$ cat src/rtl/ifetch.sv
// ----------------------------------------------------------------------------
// ifetch -- instruction fetch unit with a three-state sequencer.
//
// The unit fetches one instruction word from instruction memory, holds it in
// the instruction register for decode, and on commit computes the next PC.
// Four next-PC sources are supported: pc+4, conditional-branch target, jump
// target and register-indirect target.
//
// Ports
//   clk          : clock, all state updates on the rising edge
//   rstn         : asynchronous active-low reset
//   imem_req     : fetch request to instruction memory (high in FETCH)
//   imem_addr    : fetch address, always equal to pc
//   imem_ready   : imem_rdata is valid this cycle (used only in FETCH)
//   imem_rdata   : fetched instruction word
//   instr        : instruction register (Op=instr[31:26], Funct=instr[5:0])
//   instr_valid  : instr holds a fetched instruction awaiting commit
//   pc           : address of the instruction in instr
//   pc_plus4     : pc+4, link value for jal/jalr
//   npc_op       : next-PC select: 00 PLUS4, 01 BRANCH, 10 JUMP, 11 JUMPR
//   rs_data      : register target for JUMPR
//   commit       : current instruction retires this cycle (used only in EXEC)
//   misalign     : one-cycle pulse after a JUMPR commit with rs_data[1:0]!=0
//   retired      : count of committed instructions (wraps)
// ----------------------------------------------------------------------------
module ifetch #(
    parameter logic [31:0] RESET_PC = 32'h0000_0000
) (
    input  logic        clk,
    input  logic        rstn,
    output logic        imem_req,
    output logic [31:0] imem_addr,
    input  logic        imem_ready,
    input  logic [31:0] imem_rdata,
    output logic [31:0] instr,
    output logic        instr_valid,
    output logic [31:0] pc,
    output logic [31:0] pc_plus4,
    input  logic [1:0]  npc_op,
    input  logic [31:0] rs_data,
    input  logic        commit,
    output logic        misalign,
    output logic [31:0] retired
);

    typedef enum logic [1:0] {
        IDLE  = 2'b00,
        FETCH = 2'b01,
        EXEC  = 2'b10
    } state_t;

    localparam logic [1:0] NPC_PLUS4  = 2'b00;
    localparam logic [1:0] NPC_BRANCH = 2'b01;
    localparam logic [1:0] NPC_JUMP   = 2'b10;
    localparam logic [1:0] NPC_JUMPR  = 2'b11;

    state_t      state;
    logic [31:0] npc;

    // Branch displacement: signed word offset scaled to bytes.
    function automatic logic [31:0] branch_offset(input logic [15:0] imm16);
        branch_offset = {{14{imm16[15]}}, imm16, 2'b00};
    endfunction

    assign imem_addr = pc;
    assign pc_plus4  = pc + 32'd4;

    // All additions are plain 32-bit, so overflow wraps modulo 2^32.
    always_comb begin
        npc = pc_plus4;
        case (npc_op)
            NPC_PLUS4:  npc = pc_plus4;
            NPC_BRANCH: npc = pc_plus4 + branch_offset(instr[15:0]);
            NPC_JUMP:   npc = {pc_plus4[31:28], instr[25:0], 2'b00};
            NPC_JUMPR:  npc = {rs_data[31:2], 2'b00};
            default:    npc = pc_plus4;
        endcase
    end

    // imem_req / instr_valid are registered alongside the state so they are
    // glitch-free decodes of the state that will be entered.
    always_ff @(posedge clk or negedge rstn) begin
        if (!rstn) begin
            state       <= IDLE;
            pc          <= RESET_PC;
            instr       <= '0;
            instr_valid <= 1'b0;
            imem_req    <= 1'b0;
            misalign    <= 1'b0;
            retired     <= '0;
        end else begin
            // misalign is a single-cycle pulse unless re-armed below
            misalign <= 1'b0;
            case (state)
                IDLE: begin
                    state    <= FETCH;
                    imem_req <= 1'b1;
                end
                FETCH: begin
                    if (imem_ready) begin
                        instr       <= imem_rdata;
                        state       <= EXEC;
                        imem_req    <= 1'b0;
                        instr_valid <= 1'b1;
                    end
                end
                EXEC: begin
                    if (commit) begin
                        pc          <= npc;
                        retired     <= retired + 32'd1;
                        state       <= FETCH;
                        imem_req    <= 1'b1;
                        instr_valid <= 1'b0;
                        misalign    <= (npc_op == NPC_JUMPR) && (rs_data[1:0] != 2'b00);
                    end
                end
                default: begin
                    state       <= IDLE;
                    imem_req    <= 1'b0;
                    instr_valid <= 1'b0;
                end
            endcase
        end
    end

endmodule

$ cat config.mk
export PLATFORM = sky130hd
export DESIGN_NAME = ifetch
export DESIGN_NICKNAME = d
export VERILOG_FILES = /design/src/rtl/ifetch.sv
export SDC_FILE = /design/constraint.sdc
export NUM_CORES = 1
export LEC_CHECK = 0
export CAP_MARGIN = 10
export CORE_MARGIN = 10
export CORE_UTILIZATION = 45
export CTS_CLUSTER_SIZE = 25
export DETAILED_ROUTE_END_ITERATION = 10
export GPL_TIMING_DRIVEN = 1
export HOLD_SLACK_MARGIN = 0.15
export PLACE_DENSITY = 0.89
export SLEW_MARGIN = 20
export SYNTH_ARGS = -nofsm -noshare
export SYNTH_HDL_FRONTEND = slang
export SYNTH_SLANG_ARGS = --single-unit
$ cat constraint.sdc
create_clock -name clk -period 5.5 [get_ports clk]
set_input_delay 0.55 -clock clk [delete_from_list [all_inputs] [get_ports clk]]
set_output_delay 0.55 -clock clk [all_outputs]
set_load 0.02 [all_outputs]
# Word-level counts from Yosys, hierarchy flattened
# Index checks and enable logic that the tools add are counted.
[word_totals]
reg_bits = 101
in_bits = 70
output_inout_bits = 163
word_cells = 38
[op_classes]
n_addsub = 3
eq_ne = 7
mux = 12
bitwise_logic = 1
reduce_logical = 8
[ops]
columns = ["op", "count"]
rows = [
  ["one-hot mux 32 bit (4 select lines)", 1],
  ["adder 32 x 1 -> 32 bit, second input constant", 1],
  ["adder 32 x 3 -> 32 bit, second input constant", 1],
  ["adder 32 bit", 1],
  ["equality test 2 bit, second input constant", 3],
  ["two-way mux 1 bit", 6],
  ["one-hot mux 1 bit (3 select lines)", 2],
  ["one-hot mux 2 bit (3 select lines)", 1],
  ["AND reduction 2 bit", 3],
  ["equality test 2 x 1 -> 1 bit, second input constant", 2],
  ["logical NOT 2 bit", 2],
  ["two-way mux 2 bit", 2],
  ["inequality test 2 bit, second input constant", 2],
  ["AND reduction 3 bit", 1],
  ["nonzero test 2 bit", 1],
  ["logical AND 1 bit", 1],
  ["inverter 1 bit", 1],
]

# Logic depth before layout (Yosys ltp)
[logic_depth]
depth_word = 4
depth_mapped = 16
depth_no_buf = 16

# Least setup slack after synthesis
# OpenSTA, ideal clock, no wires.
[synth_path]
path_kind = "register to register"
start = "reg pc[5], in the netlist imem_addr[5]"
end = "reg pc[31], in the netlist imem_addr[31]"
setup_time_ns = 0.078
t_arrival_ns = 3.854
required_ns = 5.422
path_slack_ns = 1.569
path_stages_with_launch = 16
path_buffers = 2
period_less_slack_ns = 3.931
path_cell_list = "dfrtp_1 buf_2 nand4_2 nor3_4 nand3_1 xnor2_1 ha_1 buf_6 and3_1 a211oi_2 o221a_2 nand3_2 o21ai_1 o21ai_0 a311o_1 a21oi_1"
[synth_between]
elab_chain_cells = 3
[synth_rtl]
columns = ["element", "line_no", "source"]
rows = [
  ["start, declared", "37", "output logic [31:0] pc,"],
  ["start signal, assigned", "109", "pc <= npc;"],
  ["adder 32 x 3 -> 32 bit", "66", "assign pc_plus4 = pc + 32'd4;"],
  ["named net pc_plus4[17]", "38", "output logic [31:0] pc_plus4,"],
  ["adder 32 bit", "73", "NPC_BRANCH: npc = pc_plus4 + branch_offset(instr[15:0]);"],
  ["one-hot mux 32 bit (4 select lines)", "71", "case (npc_op)"],
]
# The timed path passes the listed nets, and every way through them passes these cells.
# A chain may end at the register's enable or synchronous reset.

# Worst setup path after layout
[layout_path]
start = "reg pc[3], in the netlist imem_addr[3]"
end = "reg pc[31], in the netlist imem_addr[31]"
[layout_between]
elab_chain_cells = 3
[layout_rtl]
columns = ["element", "line_no"]
rows = [
  ["adder 32 x 3 -> 32 bit *", "66"],
  ["adder 32 bit", "73"],
  ["one-hot mux 32 bit (4 select lines) *", "71"],
]
# Mark *: on every way between the ends. The rest lies on a longest branch, timed or not.

==> impl_metrics.env <==
export IMPL_status="complete, no violations"
export IMPL_crit_cells=14
export IMPL_portBuffers=226
export IMPL_relSlewSlack=0.306
export IMPL_coreArea_sq_um=15400
export IMPL_area_growth_pct=35.3
export IMPL_synth_largest_area_cell="dfrtp_1"
export IMPL_cts_hold_buf=0
export IMPL_fillCellCount=1234
export IMPL_path_max_fanout=7
export IMPL_yosysWarningCount=0
export IMPL_cp_slowest_stage_delay_ps=430
export IMPL_finalWeightedCongestion=0.946
export IMPL_cts_buffer_depth=2
export IMPL_synth_commonest_cells="dfrtp_1, nand2_1, a21oi_1"
export IMPL_drtIter0Drc=479
export IMPL_place_ws_ps=1440
export IMPL_syn_instance_count=743
export IMPL_power_w=0.00628
export IMPL_powerDensity_nw_per_um2=652
export IMPL_cts_resized_gates=0
export IMPL_grtUsageTotal=0.215
export IMPL_timing_rr_start="imem_addr[3]"
export IMPL_wl_met2_um=11400
export IMPL_wl_um=23400
export IMPL_grt_pass1_wl_um=37200
export IMPL_met3_length_um=2150
export IMPL_die_x_um=146
export IMPL_diodes=0
export IMPL_ys_async_sr_fraction=1.00
export IMPL_maxCapViolations=0
export IMPL_p_leak_nw=4.11
export IMPL_max_freq_mhz=241
export IMPL_r2r_end="imem_addr[31]"
export IMPL_crit_start="imem_addr[3]"
export IMPL_min_period_ps=4150
export IMPL_grt_pass1_vias=6625
export IMPL_post_cts_setup_buffers=0
export IMPL_slowest_stage="nor3_4"
export IMPL_synth_area_leaders="dfrtp_1, ha_1, xnor2_1, mux2_2, mux4_2"
export IMPL_hold_path_class="in2async"
export IMPL_crit_family="compound AO/OA/AOI/OAI gates"
export IMPL_crit_required_ps=5790
export IMPL_clkTransAtPathRegs_ps=80
export IMPL_synth_main_ff_cell="dfrtp_1"
export IMPL_fin_skew_ps=11.8
export IMPL_htree_levels=3
export IMPL_syn_avg_cell_area_sq_um=9.58
export IMPL_dp_hpwl_um=18200
export IMPL_layout_nets=1035
export IMPL_cts_inserted_buffers=9
export IMPL_finalHoldViolCount=0
export IMPL_syn_cell_area_sq_um=7120
export IMPL_setup_viol=0
export IMPL_grt_setup_unrepaired="no"
export IMPL_synth_edf_count=0
export IMPL_cts_sinks=98
export IMPL_worstSetupPathType="reg2reg"
export IMPL_reg2reg_slack_ps=1350
export IMPL_drv_slew=0
export IMPL_r2r_cells=14
export IMPL_worst_slew_pin_slew_ps=1040
export IMPL_grt_ovfl_total=0
export IMPL_die_height_um=146
export IMPL_finalSetupTns_ps=0
export IMPL_routed_top_layer="met4"
export IMPL_grt_max_degree=66
export IMPL_avgViaCountPerCell=5.66
export IMPL_dr_total_vias=6465
export IMPL_cts_tree="built"
export IMPL_num_rows=45
export IMPL_arrival_ps=4450
export IMPL_crit_chain="ha_1 -> nand2_1 -> nor3_4 -> nand2_1 -> xnor2_1 -> ha_1 -> and3_1 -> a211oi_2 -> o221a_2 -> nand3_2 -> o21ai_1 -> o21ai_0 -> a311o_1 -> a21oi_1"
export IMPL_min_period_over_period=0.755
export IMPL_crit_end="imem_addr[31]"
export IMPL_ant_nets=0
export IMPL_met1Wirelength_um=9400
export IMPL_cts_root_buf="clkbuf_16"
export IMPL_ys_seq_area_frac=0.344
export IMPL_setup_ws_ps=1350
export IMPL_ir_drop_uv=459
export IMPL_clk_insertion_delay_late_ps=360
export IMPL_drive_above_1_share=0.0955
export IMPL_pin_count=233
export IMPL_synth_cell_types=71
export IMPL_firstDrtPassIters=5
export IMPL_cp_end_kind="flip-flop"
export IMPL_dieArea_sq_um=21300
export IMPL_synth_top_area_frac=0.344
export IMPL_antenna_found_initial=0
export IMPL_cp_start_kind="flip-flop"
export IMPL_path_buf_inv=0
export IMPL_ys_seq_elements=98
export IMPL_initial_core_util=0.463
export IMPL_routedWlPerCell_um=20.4
export IMPL_drc_errors=0
export IMPL_yosysMostFrequentCell="dfrtp_1"
placed cells by master, fill, tap and decap left out, types with 3 or more instances in the layout:
| cell | count |
|---|---|
| clkdlybuf4s50_1 | 224 |
| dfrtp_1 | 98 |
| nand2_1 | 83 |
| a21oi_1 | 54 |
| xnor2_1 | 51 |
| nor2_1 | 39 |
| nand3_1 | 38 |
| mux2_2 | 37 |
| ha_1 | 37 |
| xor2_1 | 29 |
| o21ai_0 | 20 |
| mux2i_1 | 17 |
| and3_1 | 16 |
| inv_1 | 14 |
| mux4_2 | 14 |
| a21o_1 | 10 |
| clkbuf_16 | 9 |
| nor3_1 | 8 |
| nand2b_1 | 7 |
| buf_4 | 7 |
| and4_1 | 6 |
| nand4_1 | 6 |
| a211oi_1 | 6 |
| o22ai_1 | 6 |
| conb_1 | 6 |
| o21bai_1 | 5 |
| o221ai_1 | 5 |
| o21ai_1 | 5 |
| o21a_1 | 4 |
| a31oi_1 | 4 |
| and2_1 | 3 |
| nor4_1 | 3 |
| o211ai_1 | 3 |
| inv_8 | 3 |
metal layers:
metal,GRT usage,vias up
met3,0.0702,30
met5,0,-
met4,0.0576,0
li1,-,3016
met2,0.367,281
met1,0.254,3138
where the power goes:
part	internal, W	switching [W]
Combinational	0.00196	0.00228
Sequential	0.000962	0.000375
Clock	0.000368	0.000330
Total	0.00329	0.00299
registers in the layout (all words and copies together), names as in the netlist:
| name | cells |
|---|---|
| retired | 32 |
| misalign | 1 |
| imem_addr | 30 |
| state | 2 |
| instr_valid | 1 |
| instr | 32 |
worst min-delay path by stage:
stage / to / slack (ps) / depth (start not counted)
finish: instr[6] / 140 / 1
global route: instr[6] / 160 / 1
CTS: imem_addr[12] / 150 / 1
detailed placement: retired[31] / 460 / 1
global placement: retired[31] / 460 / 1
floorplan: imem_addr[10] / 250 / 0
layout make-up:
class,instances,area (sq um),share of cell area
clock buffers,9,225,0.0234
clock inverters,7,96.3,0.0100
inverters,14,52.6,0.00546
multi-input cells,572,4240,0.440
flip-flops and latches,98,2450,0.255
well taps,211,264,0.0274
repair buffers,232,2300,0.239
cell families (layout without fill, tap and decap cells):
logic type / count (synthesis) / after routing / synth area share
buffers and inverters: 78 / 262 / 0.0626
flip-flops: 98 / 98 / 0.344
multiplexers: 68 / 68 / 0.127
AND/OR/NAND/NOR: 234 / 234 / 0.166
other: 1 / 6 / 0.000527
XOR/XNOR: 81 / 81 / 0.102
adder cells (fa/ha/maj): 38 / 38 / 0.0678
AO/OA/AOI/OAI: 145 / 145 / 0.131
metrics by stage:
step / utilization / instances / instance area, sq um / hold WS, ps
4_1_cts: 0.627 / 1143 / 9630 / 153
3_5_place_dp: 0.606 / 1127 / 9310 / 463
5_1_grt: 0.627 / 1143 / 9630 / 165
2_1_floorplan: - / 748 / 7140 / 254
6_report: 0.627 / 1143 / 9630 / 137
3_3_place_gp: 0.606 / 1127 / 9310 / 463
(Power assumes the default switching activity.)
